[src/rtl/vmem_wbuf.sv]
// ============================================================================
// Module   : vmem_wbuf
// Purpose  : In-order write buffer between the blit engine and video memory,
//            with early-warning back-pressure and an ack-driven drain stage.
// Revision : 1.0  initial release
// ============================================================================
`default_nettype none

module vmem_wbuf #(
  parameter int BLIT_WIDTH      = 8,
  parameter int BLIT_ADDR_WIDTH = 16,
  parameter int DEPTH_LOG2      = 4
) (
  input  logic                       clk,
  input  logic                       rst,
  input  logic                       we,
  input  logic [BLIT_ADDR_WIDTH-1:0] addr_in,
  input  logic [BLIT_WIDTH-1:0]      data_in,
  output logic                       w_ready,
  input  logic                       drain_en,
  output logic                       vm_we,
  output logic [BLIT_ADDR_WIDTH-1:0] vm_addr,
  output logic [BLIT_WIDTH-1:0]      vm_data,
  input  logic                       vm_ack,
  output logic [DEPTH_LOG2:0]        level,
  output logic                       empty,
  output logic                       overflow,
  input  logic                       clr_ovf
);

  localparam int                C_DEPTH     = 2 ** DEPTH_LOG2;
  localparam int                C_ENTRY_W   = BLIT_ADDR_WIDTH + BLIT_WIDTH;
  localparam logic [DEPTH_LOG2:0] C_FULL      = {1'b1, {DEPTH_LOG2{1'b0}}};
  localparam logic [DEPTH_LOG2:0] C_READY_MAX = C_FULL - (DEPTH_LOG2 + 1)'(2);
  localparam logic [DEPTH_LOG2-1:0] C_PTR_ONE = DEPTH_LOG2'(1);
  localparam logic [DEPTH_LOG2:0] C_LVL_ZERO  = '0;

  typedef enum logic [0:0] {
    ST_IDLE = 1'b0,
    ST_BUSY = 1'b1
  } state_t;

  state_t                     r_state;
  state_t                     w_state_nxt;
  logic [C_ENTRY_W-1:0]       r_mem [C_DEPTH];
  logic [DEPTH_LOG2-1:0]      r_wr_ptr;
  logic [DEPTH_LOG2-1:0]      r_rd_ptr;
  logic [DEPTH_LOG2:0]        r_level;
  logic                       r_overflow;
  logic [BLIT_ADDR_WIDTH-1:0] r_vm_addr;
  logic [BLIT_WIDTH-1:0]      r_vm_data;

  logic w_full;
  logic w_push;
  logic w_avail;
  logic w_pop;

  assign w_full  = (r_level == C_FULL);
  assign w_push  = we & ~w_full;
  // Pop uses the registered level, so a same-cycle push into an empty FIFO is not bypassed
  assign w_avail = (r_level != C_LVL_ZERO) & drain_en;

  always_comb begin
    w_state_nxt = r_state;
    w_pop       = 1'b0;
    case (r_state)
      ST_IDLE: begin
        if (w_avail) begin
          w_pop       = 1'b1;
          w_state_nxt = ST_BUSY;
        end
      end
      ST_BUSY: begin
        if (vm_ack) begin
          if (w_avail) begin
            w_pop = 1'b1;
          end else begin
            w_state_nxt = ST_IDLE;
          end
        end
      end
      default: w_state_nxt = ST_IDLE;
    endcase
  end

  always_ff @(posedge clk) begin
    if (w_push) begin
      r_mem[r_wr_ptr] <= {addr_in, data_in};
    end
  end

  always_ff @(posedge clk) begin
    if (rst) begin
      r_state    <= ST_IDLE;
      r_wr_ptr   <= '0;
      r_rd_ptr   <= '0;
      r_level    <= '0;
      r_overflow <= 1'b0;
      r_vm_addr  <= '0;
      r_vm_data  <= '0;
    end else begin
      r_state <= w_state_nxt;
      if (w_push) begin
        r_wr_ptr <= r_wr_ptr + C_PTR_ONE;
      end
      if (w_pop) begin
        {r_vm_addr, r_vm_data} <= r_mem[r_rd_ptr];
        r_rd_ptr               <= r_rd_ptr + C_PTR_ONE;
      end
      r_level <= r_level + {{DEPTH_LOG2{1'b0}}, w_push} - {{DEPTH_LOG2{1'b0}}, w_pop};
      // A fresh overflow takes priority over a simultaneous clear
      if (we && w_full) begin
        r_overflow <= 1'b1;
      end else if (clr_ovf) begin
        r_overflow <= 1'b0;
      end
    end
  end

  assign vm_we    = (r_state == ST_BUSY);
  assign vm_addr  = r_vm_addr;
  assign vm_data  = r_vm_data;
  assign level    = r_level;
  assign w_ready  = (r_level <= C_READY_MAX);
  assign empty    = (r_level == C_LVL_ZERO) & ~vm_we;
  assign overflow = r_overflow;

endmodule

`default_nettype wire

[config.mk]
export PLATFORM = sky130hd
export DESIGN_NAME = vmem_wbuf
export DESIGN_NICKNAME = d
export VERILOG_FILES = /design/src/rtl/vmem_wbuf.sv
export SDC_FILE = /design/constraint.sdc
export NUM_CORES = 1
export LEC_CHECK = 0
export ABC_AREA = 1
export ABC_CLOCK_PERIOD_IN_PS = 2700
export CORE_ASPECT_RATIO = 1.2
export CORE_MARGIN = 8
export CORE_UTILIZATION = 35
export CTS_BUF_LIST = sky130_fd_sc_hd__clkbuf_8
export DETAILED_ROUTE_END_ITERATION = 8
export GPL_TIMING_DRIVEN = 0
export SYNTH_ARGS = -nofsm -noshare
export SYNTH_HDL_FRONTEND = slang
export SYNTH_SLANG_ARGS = --single-unit
export TNS_END_PERCENT = 100
[constraint.sdc]
create_clock -name clk -period 2.7 [get_ports clk]
set_input_delay 0.54 -clock clk [delete_from_list [all_inputs] [get_ports clk]]
set_output_delay 0.54 -clock clk [all_outputs]
set_load 0.01 [all_outputs]
==> flow_summary.toml <==
[critical_path]
start_kind = "flip-flop"
path_class = "reg2out"
path_max_fanout = 4
arrival_ns = 2.02
crit_path_start = "level[4]"
regToRegSetupSlack_ns = 0.17
reg2reg_to = "level[4]"
r2r_cells = 14
cp_data_required_time_ns = 2.16
r2r_start = "level[2]"
endpoint_kind = "primary output"
timing.critical_path.to = "w_ready"

[drt]
totalWireLength_mm = 52.5
firstDrtPassIters = 5
vias = 12800
first_iter_violations = 1093
post-route-drc-count = 0
wl_per_cell_um = 20.3
routed_via_density = 4.95
antenna_left = 0

[timing]
max_slew_margin = 0.320
finalSetupTns_ns = 0
rsz0062_at_grt = "false"
min_period_over_period = 0.948
max_freq_mhz = 391
worst_pin_slew_ns = 1.02
min_period_ns = 2.56
fin_worst_skew_ns = 0.0400
setup_slack_ns = 0.141
drv_slew = 0
hold_viol_final = 0
setup_viol = 0

[power_and_ir_drop]
power_density_mw_per_mm2 = 848
peakVddDrop_uv = 497
p_switching_uw = 6020
swShare = 0.332
p_int_uw = 12100
p_clk_frac = 0.305
p_seq_frac = 0.422
power_leakage_uw = 0.00890
comb_power_share = 0.273

[die]
core_area_sq_mm = 0.0512
die_area_sq_mm = 0.0592
row_count = 91
die_y_um = 265
io_pins = 63
start_util = 0.353
die_x_um = 223

[grt]
grtUsageTotal = 0.176
grt_overflow = 0
grt_pass1_vias = 12700
antenna_found_initial = 2
grt_pass1_wl_mm = 77.8
grt_max_degree = 25

[min_path]
min_path_type = "in2reg"
min_path_cells = 2
hold_start = "rst"

[yosys]
synth_area_sq_mm = 0.0181
synth_cell_types = 25
synth_edf_count = 384
synth_mux_area_frac = 0
ys.flop_type = "edfxtp_1"
yosys-top-cells-count = "620 x nand2_1, 384 x edfxtp_1, 269 x nand3_1, 237 x inv_1, 39 x dfxtp_1"
yosysMostFrequentCell = "nand2_1"
yosys_register_bits = 423
synth_seq_area_share = 0.681
synthXorXnorAreaFrac = 0.000970
synth.area.top_cells = "edfxtp_1 64%, nand2_1 13%, nand3_1 7.5%"
syn_inst = 1731
syn_avg_cell_area_sq_um = 10.4
async_flop_share = 0
netlist.area_leader.share = 0.638
syn_nets = 1776
synth_top_area_cell = "edfxtp_1"
synth_top_family_by_area = "simple AND/OR/NAND/NOR gates"
synthAdderAreaFrac = 0.0108
synth_compound_area_frac = 0.0160
synth_simple_gate_area_share = 0.210
yosys_warnings = 0

[flow_run]
cap_violations = 0

[place]
place_ws_ns = -0.865
place_congestion = 0.815
hpwlAfterDp_mm = 33.6
port_buffers = 61

[clock_network]
cts_tree = "done"
cts-root-buf = "clkbuf_8"
clockBufferDepth = 3
clk_latency_ns = 0.65
htree_levels = 3
cts.sinks = 423
cts_buffers = 70
clk_pin_slew_ns = 0.06

[outcome]
outcome = "finished clean"

[finish]
syn2layout_area_growth_pct = 18.6
fillerInstances = 4842
area.sequential_sq_mm = 0.0123
final_core_util = 0.418
drive_above_1_share = 0.106
multiInputGateArea_sq_mm = 0.00446
nets = 1926
## critical path: stages, from the launching register on
cell	delay (ns)
dfxtp_1	0.39
inv_2	0.08
ha_1	0.18
a31oi_1	0.16
clkdlybuf4s50_1	0.56
## cells in the final DEF, fill, tap and decap left out, types with 4 or more instances in the layout
master,Yosys,final
clkinv_2,0,8
ha_1,14,13
buf_6,12,12
a21oi_1,12,12
buf_1,8,8
buf_16,0,10
edfxtp_1,384,384
clkinvlp_4,0,4
nor2_4,0,16
clkdlybuf4s50_1,0,61
nand2_1,620,620
buf_2,37,36
nor2_1,23,7
bufinv_16,0,5
o21ai_0,7,7
buf_4,18,20
clkbuf_1,13,13
dfxtp_1,39,36
o21a_1,24,24
clkinv_1,0,13
inv_1,237,257
buf_12,0,5
nand3_1,269,269
clkbuf_8,0,71
## registers in the layout, summed over array words and instances (netlist names)
signal / flops
overflow: 1
r_mem: 384
vm_addr: 16
level: 5
vm_we: 1
vm_data: 8
r_rd_ptr: 4
r_wr_ptr: 4
## power by group through the flow
stage	combinational (uW)	sequential (uW)	clock, uW
2_1_floorplan	2710	7850	0
3_3_place_gp	4640	7790	0
3_5_place_dp	4770	7800	0
4_1_cts	4890	7660	5640
5_1_grt	5420	7710	5930
6_report	4950	7670	5550
## through the flow
step / instances / hold slack, ns / area (sq um) / power [uW]
6_report: 2586 / 0.342 / 21400 / 18200
5_1_grt: 2586 / 0.386 / 21400 / 19100
4_1_cts: 2585 / 0.297 / 21400 / 18200
3_5_place_dp: 2458 / 0.474 / 20000 / 12600
3_3_place_gp: 2443 / 0.453 / 19500 / 12400
2_1_floorplan: 1731 / 0.487 / 18100 / 10600
## layout make-up
class	instances	area share
clock buffers	71	0.0456
repair buffers	78	0.0467
clock inverters	54	0.0172
inverters	241	0.0428
plain buffers	89	0.0261
diodes	1	0.000117
well taps	651	0.0380
multi-input cells	978	0.208
flip-flops and latches	423	0.575
## per-layer routing
metal / routed length, um / up-vias / global-route usage
met2: 25800 / 593 / 0.299
met3: 4340 / 136 / 0.0390
met5: 11 / - / 0
met4: 1990 / 2 / 0.0825
met1: 20300 / 6102 / 0.211
li1: - / 5960 / -
## worst min path at each step
stage / endpoint / slack, ns
6_report: level[0] / 0.34
3_5_place_dp: overflow / 0.47
2_1_floorplan: overflow / 0.49
4_1_cts: level[0] / 0.30
5_1_grt: level[0] / 0.39
3_3_place_gp: overflow / 0.45
## kinds of logic (layout without fill, tap and decap cells)
family          after synthesis  after routing
flops                       423            423
simple gates                916            916
other cells                   0              1
compound gates               45             45
buf+inv                     330            533
fa+ha+maj                    15             15
xor+xnor                      2              2
## what timing repair did
action	in CTS	in global routing
hold buffers	0	0
setup endpoints to repair	5	26
buffers inserted	2	0
pin swaps	3	2
gates resized for setup	11	9
Note: power is estimated with default switching activity, not from simulation.
